$ cat config.mk
export PLATFORM = sky130hd
export DESIGN_NAME = mem_stage
export DESIGN_NICKNAME = d
export VERILOG_FILES = /design/src/rtl/mem_stage.sv
export SDC_FILE = /design/constraint.sdc
export NUM_CORES = 1
export LEC_CHECK = 0
export BUFFER_PORTS_ARGS = -buffer_cell sky130_fd_sc_hd__buf_4
export CAP_MARGIN = 20
export CORE_AREA = 2 2 122 124
export CTS_CLUSTER_SIZE = 20
export DETAILED_ROUTE_END_ITERATION = 7
export DIE_AREA = 0 0 124 126
export PLACE_DENSITY_LB_ADDON = 0.08
export SLEW_MARGIN = 10
export SYNTH_ARGS = -nofsm -noshare
export SYNTH_HDL_FRONTEND = slang
export SYNTH_SLANG_ARGS = --single-unit
$ cat constraint.sdc
create_clock -name clk -period 2.32 [get_ports clk]
set_input_delay 0.232 -clock clk [delete_from_list [all_inputs] [get_ports clk]]
set_output_delay 0.232 -clock clk [all_outputs]
set_load 0.005 [all_outputs]
$ cat src/rtl/mem_stage.sv
// Memory-access stage: branch resolve, req/ack data-memory FSM with stall, MEM/WB register.
// Optional build macro MEM_TIMEOUT_EN aborts an ACCESS after TIMEOUT cycles and flags MemErr.
module mem_stage #(
  parameter int TIMEOUT = 16
) (
  input  logic        clk,
  input  logic        rst,
  input  logic        En,
  input  logic        Clr,
  input  logic        Branch,
  input  logic        MemRead,
  input  logic        MemWrite,
  input  logic        RegWrite_i,
  input  logic        MemtoReg_i,
  input  logic [31:0] JumpAddr_i,
  input  logic [31:0] Result_i,
  input  logic        Zero_i,
  input  logic [31:0] rData2_i,
  input  logic [4:0]  wAddr_i,
  input  logic [31:0] dm_rdata,
  input  logic        dm_ack,
  output logic        dm_req,
  output logic        dm_we,
  output logic [31:0] dm_addr,
  output logic [31:0] dm_wdata,
  output logic        Stall,
  output logic        PCSrc,
  output logic [31:0] BranchAddr,
  output logic [31:0] ReadData,
  output logic [31:0] ALUResult,
  output logic [4:0]  wAddr,
  output logic        RegWrite,
  output logic        MemtoReg,
  output logic        MemErr
);

  localparam logic [1:0] IDLE   = 2'd0;
  localparam logic [1:0] ACCESS = 2'd1;
  localparam logic [1:0] DONE   = 2'd2;

  if (TIMEOUT < 2) begin : gTimeoutCheck
    $error("mem_stage: TIMEOUT must be at least 2");
  end

  logic [1:0]  state, nextState;
  logic [31:0] holdData;
  logic        killed;
  logic        memOp;
  logic        expired;
  logic        errNow;
  logic        loadEn;
  logic        bubble;

  assign memOp      = MemRead | MemWrite;
  assign dm_req     = (state == ACCESS);
  assign dm_we      = MemWrite;
  assign dm_addr    = {Result_i[31:2], 2'b00};
  assign dm_wdata   = rData2_i;
  assign PCSrc      = Branch & Zero_i & (state == IDLE);
  assign BranchAddr = JumpAddr_i;

`ifdef MEM_TIMEOUT_EN
  localparam int CW = $clog2(TIMEOUT);
  logic [CW-1:0] toCnt;
  logic          pendErr;

  assign expired = (state == ACCESS) && !dm_ack && (toCnt == CW'(TIMEOUT - 1));
  assign errNow  = (state == DONE) && pendErr;

  always_ff @(posedge clk) begin
    if (rst) begin
      toCnt   <= '0;
      pendErr <= 1'b0;
    end else if (state == IDLE && memOp) begin
      toCnt   <= '0;
      pendErr <= 1'b0;
    end else if (state == ACCESS && !dm_ack) begin
      toCnt <= toCnt + 1'b1;
      if (expired) pendErr <= 1'b1;
    end
  end

  always_ff @(posedge clk) begin
    if (rst)         MemErr <= 1'b0;
    else if (loadEn) MemErr <= !bubble && errNow;
  end
`else
  assign expired = 1'b0;
  assign errNow  = 1'b0;
  assign MemErr  = 1'b0;
`endif

  // NOTE: every output of a combinational block gets a default first, so no path leaves it unassigned and a latch is never inferred.
  always_comb begin
    nextState = state;
    Stall     = 1'b0;
    case (state)
      IDLE: if (memOp) begin
        nextState = ACCESS;
        Stall     = 1'b1;
      end
      ACCESS: begin
        Stall = 1'b1;
        if (dm_ack || expired) nextState = DONE;
      end
      DONE:    nextState = IDLE;
      default: nextState = IDLE;
    endcase
  end

  // NOTE: state registers use non-blocking assignments so all flops update together from pre-edge values.
  always_ff @(posedge clk) begin
    if (rst) begin
      state    <= IDLE;
      holdData <= '0;
      killed   <= 1'b0;
    end else begin
      state <= nextState;
      case (state)
        // Hold data starts at 0, so stores and aborted accesses hand 0 to write-back.
        IDLE: if (memOp) begin
          holdData <= '0;
          killed   <= Clr;
        end
        ACCESS: begin
          if (Clr) killed <= 1'b1;
          if (dm_ack) holdData <= MemWrite ? 32'h0 : dm_rdata;
        end
        default: ;
      endcase
    end
  end

  // A flush seen while the transaction was in flight turns its DONE slot into a bubble.
  assign loadEn = En && !Stall;
  assign bubble = Clr || ((state == DONE) && killed);

  always_ff @(posedge clk) begin
    if (rst) begin
      ReadData  <= '0;
      ALUResult <= '0;
      wAddr     <= '0;
      RegWrite  <= 1'b0;
      MemtoReg  <= 1'b0;
    end else if (loadEn) begin
      if (bubble) begin
        ReadData  <= '0;
        ALUResult <= '0;
        wAddr     <= '0;
        RegWrite  <= 1'b0;
        MemtoReg  <= 1'b0;
      end else begin
        ReadData  <= (state == DONE) ? holdData : 32'h0;
        ALUResult <= Result_i;
        wAddr     <= wAddr_i;
        RegWrite  <= RegWrite_i && !errNow;
        MemtoReg  <= MemtoReg_i;
      end
    end
  end

endmodule

# Word level (Yosys, flattened, before mapping)
# Cells that the tools add are included.
[totals] ff_bits=106 in_bits=144 out_inout_bits=172 word_cells=43
[op_classes] n_eq_ne=5 muxes=18 bitwise_logic=3 reduce_logical=9
[ops] cell="2-to-1 mux 32 bit" n=6
[ops] cell="case mux 32 bit (2 select lines)" n=1
[ops] cell="!= test 2 bit (second input constant)" n=3
[ops] cell="AND reduction 3 bit" n=2
[ops] cell="2-to-1 mux 1 bit" n=5
[ops] cell="2-to-1 mux 5 bit" n=1
[ops] cell="2-to-1 mux 2 bit" n=2
[ops] cell="case mux 1 bit (2 select lines)" n=2
[ops] cell="case mux 2 bit (2 select lines)" n=1
[ops] cell="AND 1 bit" n=2
[ops] cell="== test 2 x 1 -> 1 bit (second input constant)" n=1
[ops] cell="== test 2 bit (second input constant)" n=1
[ops] cell="logical AND 1 bit" n=2
[ops] cell="zero test 2 bit" n=1
[ops] cell="AND reduction 2 bit" n=1
[ops] cell="nonzero test 2 bit" n=1
[ops] cell="zero test 1 bit" n=1
[ops] cell="logical OR 1 bit" n=1
[ops] cell="bitwise OR 1 bit" n=1

# Logic depth before layout (Yosys ltp)
[depth] ltp_word=5 ltp_mapped=6 depth_no_buf=3

# Worst setup path after synthesis
# OpenSTA, ideal clock, no wires.
[synth_timing] path_type="reg-to-reg" startpoint="register state[0]" endpoint="register ALUResult[21]" setup_time_ns=0.120 t_arrival_ns=1.378 required_ns=2.200 path_slack_ns=0.822 path_stages_with_launch=7 path_buffers=3 period_less_slack_ns=1.498 path_cell_list="dfxtp_1 > buf_6 > or4b_1 > buf_6 > buf_6 > nand4_1 > o31ai_2"
[synth_between] elab_chain_len=4 elab_cells_between_ends=9 classes_between="eq/ne (2); mux (2); reduce/logical (5)"
[synth_lines] element="start, declared" line_no="45" source="logic [1:0] state, nextState;"
[synth_lines] element="start signal, assigned" line_no="118" source="state <= nextState;"
[synth_lines] element="== test 2 x 1 -> 1 bit, or another cell as far along" line_no="97" source="case (state)"
[synth_lines] element="case mux 1 bit (2 select lines) or logical AND 1 bit (tied branches)" line_no="97, 136"
[synth_lines] element="zero test 1 bit or logical OR 1 bit (tied branches)" line_no="135, 136"
[synth_lines] element="logical AND 1 bit or 2-to-1 mux 32 bit (tied branches)" line_no="135, 146"
[synth_lines] element="end signal, assigned" line_no="154" source="ALUResult <= Result_i;"
[synth_lines] element="end, declared" line_no="30" source="output logic [31:0] ALUResult,"
# Parallel ways exist; a longest one is shown, timed or not.
# A chain may end at the register's enable or synchronous reset.

# Worst setup path after layout
[layout_timing] startpoint="register state[0]" endpoint="register ALUResult[23]"
# The elaborated chain is that of the path after synthesis.

==> summary.md <==
| Metric | Value |
|---|---|
| Status | `complete, no violations` |
| Adder-cell share of the synthesized area | `0%` |
| Global Route Usage Sum | `16.60%` |
| Clk_skew | `0.007948 ns` |
| Worst rel slew slack | `37.74%` |
| Maximum VDD drop | `0.0003050 V` |
| Instance count of the mapped netlist | `527` |
| Reg2reg setup slack | `0.39 ns` |
| Required time worst endpoint | `2.53 ns` |
| Drt pass-1 iters | `4` |
| Hold WC Path Type | `primary input to register` |
| Initial drt markers | `240` |
| Clock slew at reported path FFs | `0.07 ns` |
| Comb power frac | `10.2%` |
| Initial antenna violation count | `0` |
| Layout cells sized above 1 | `39.53%` |
| Mean Syn Cell Area | `9.392 sq um` |
| Post-DP HPWL | `9.205 mm` |
| Critical Path AT | `2.14 ns` |
| Area of the core | `0.01431 sq mm` |
| Fin. Hold Viols | `0` |
| Pwr/cell area | `657.4 mW/mm^2` |
| Boundary Pins | `316` |
| Synth Area in Compound Gates | `22.62%` |
| Synthesis-to-finish area growth | `21.23%` |
| Die height | `126 um` |
| CP endpoint kind | `register` |
| ANT cells | `0` |
| Placed insts | `760` |
| Root Buffer | `clkbuf_16` |
| Most common cell after layout, fill and taps aside | `buf_4` |
| Pwr Total | `3.945 mW` |
| Post-synth top area share | `42.87%` |
| CTS tree | `yes` |
| Cts bufs inserted | `9` |
| Synth unique cells | `29` |
| Pint | `3.017 mW` |
| Reg2reg path depth | `4` |
| Mux share of post-synthesis cell area | `0%` |
| Vias in the first global route | `3909` |
| Post-DP Area | `0.005672 sq mm` |
| Largest net degree at the start of global routing | `57` |
| Fmax | `519.3 MHz` |
| Full die area | `0.01562 sq mm` |
| Post-CTS Resized | `0` |
| H-tree levels | `3` |
| Vias per cell | `5.188` |
| Initial Util | `34.58%` |
| GR Overflow Total | `0` |
| Largest family of logic cells by synthesized area | `buffers and inverters` |
| Most frequent cells in the layout | `buf_4, dfxtp_1, inv_1` |
| # setup viols final | `0` |
| Total net switching power | `928.3 uW` |
| Post-synthesis sequential area ratio | `42.87%` |
| RSZ-0062 raised after global routing | `false` |
| Drc violations | `0` |
| Post-route setup slack | `0.3945 ns` |
| CP Launch Type | `register` |
| Sink Count | `106` |
| Via Count | `4026` |
| Detailed Route WL | `13.30 mm` |
| Largest cells by area after synthesis | `dfxtp_1, buf_4, a22o_1` |
| Sw Share | `23.53%` |
| Seq pwr share | `47.5%` |
| Max-Cap Viols | `0` |
| Latest clock arrival within the worst-skew pair | `0.35 ns` |
| Setup_tns | `0 ns` |
| Slew Viols, Final | `0` |
| WHS Path Cells | `2` |
| Clock power frac | `42.3%` |
| Xor and xnor area share after synthesis | `0%` |
| Port buffer count | `184` |
| Post-CTS setup buffer count | `0` |
| Filler cell count | `1438` |
| Synth Area in Simple Gates | `10.29%` |
| Hold-fix buffers, CTS | `0` |
| DR WL/cell | `17.14 um` |
| Row count | `44` |
| Final period utilization | `83.00%` |
| Clock buffer depth | `2` |
| Die width | `124 um` |
| Placer Congestion | `0.7646` |
| Nets | `731` |
| Pre-CTS WS | `0.4171 ns` |
| Static Leakage | `2.565 nW` |
| Yosys Warn Count | `0` |
| Period minus WS final | `1.926 ns` |
| Antenna-violating nets left | `0` |
| Final Instance Area | `0.006001 sq mm` |
| Post-Syn Area | `0.004950 sq mm` |
| Crit-path max FO | `56` |
| Synthesized flop and latch total | `106` |
| Worst-margin pin slew | `0.9339 ns` |
| First-pass GRT wire length | `20.44 mm` |
| Synth area leader | `dfxtp_1` |
| Setup CP Type | `register to register` |
| Fin cells | `776` |
-- power groups by stage --
| stage | clock network (mW) | logic (mW) | registers (mW) |
|---|---|---|---|
| after detailed placement | 0 | 0.405 | 1.92 |
| after floorplan | 0 | 0.311 | 1.91 |
| final | 1.67 | 0.401 | 1.87 |
| after global routing | 1.79 | 0.437 | 1.88 |
| after global placement | 0 | 0.397 | 1.92 |
| after CTS | 1.73 | 0.406 | 1.87 |
-- state kept, by name, summed over array words and instances (netlist names) --
| name | flops |
|---|---|
| wAddr | 5 |
| holdData | 32 |
| ReadData | 32 |
| MemtoReg | 1 |
| RegWrite | 1 |
| state | 2 |
| ALUResult | 32 |
| killed | 1 |
-- worst max-delay path, cell delays in order, from the launching register on --
cell	delay, ns
dfxtp_1	0.41
or4b_2	0.72
buf_4	0.34
nand4_1	0.21
o31ai_2	0.08
-- metal layers --
layer / wire length [um] / track usage, % / up-vias
met2: 6543 / 27.73 / 156
met4: 238 / 7.469 / 0
met1: 5454 / 19.67 / 1904
met5: 0 / 0 / -
li1: - / - / 1943
met3: 1064 / 4.620 / 23
-- area by class of cell --
cell class | instances | area, sq um | share of cell area [%]
well taps | 184 | 230.2 | 3.837
multi-input cells | 229 | 1654 | 27.56
inverters | 42 | 157.7 | 2.627
repair buffers | 199 | 1506 | 25.10
flip-flops and latches | 106 | 2123 | 35.38
clock inverters | 6 | 90.09 | 1.501
clock buffers | 10 | 239.0 | 3.982
-- path summary, 6_finish.rpt --
check                      startpoint                    endpoint
max             state[0]$_SDFFE_PP0P_  ALUResult[23]$_SDFFE_PP0P_
min                      dm_rdata[18]   holdData[18]$_SDFFE_PP0P_
max reg2reg     state[0]$_SDFFE_PP0P_  ALUResult[23]$_SDFFE_PP0P_
min reg2reg  ReadData[0]$_SDFFE_PP0P_    ReadData[0]$_SDFFE_PP0P_
-- kinds of logic (layout without fill, tap and decap cells) --
kind of cell           count (synthesis)  after routing
AO/OA/AOI/OAI                        142            142
buffers and inverters                194            257
flip-flops                           106            106
other                                  1              3
AND/OR/NAND/NOR                       84             84
-- metrics by stage --
| step | hold WS (ns) | util, % |
|---|---|---|
| after CTS | 0.06764 | 41.92 |
| after global placement | 0.4424 | 39.48 |
| after floorplan | 0.3543 | - |
| after global routing | 0.07324 | 41.92 |
| after detailed placement | 0.4436 | 39.62 |
| final | 0.08777 | 41.92 |
-- Yosys cell counts (all sizes together) --
library cell  count
nand4            39
buf             134
nor4b             1
nand2             2
o31a              1
inv              42
a311o             1
or3               1
nor2b             2
nand3            32
o31ai            40
o2111ai          32
a211oi            1
and4bb            1
a21oi            33
nor2              3
nor3              2
conb              1
clkbuf           18
a2111oi           1
or4b              1
dfxtp           106
a22o             32
o21ai             1
Power figures use the tool's default switching activity.
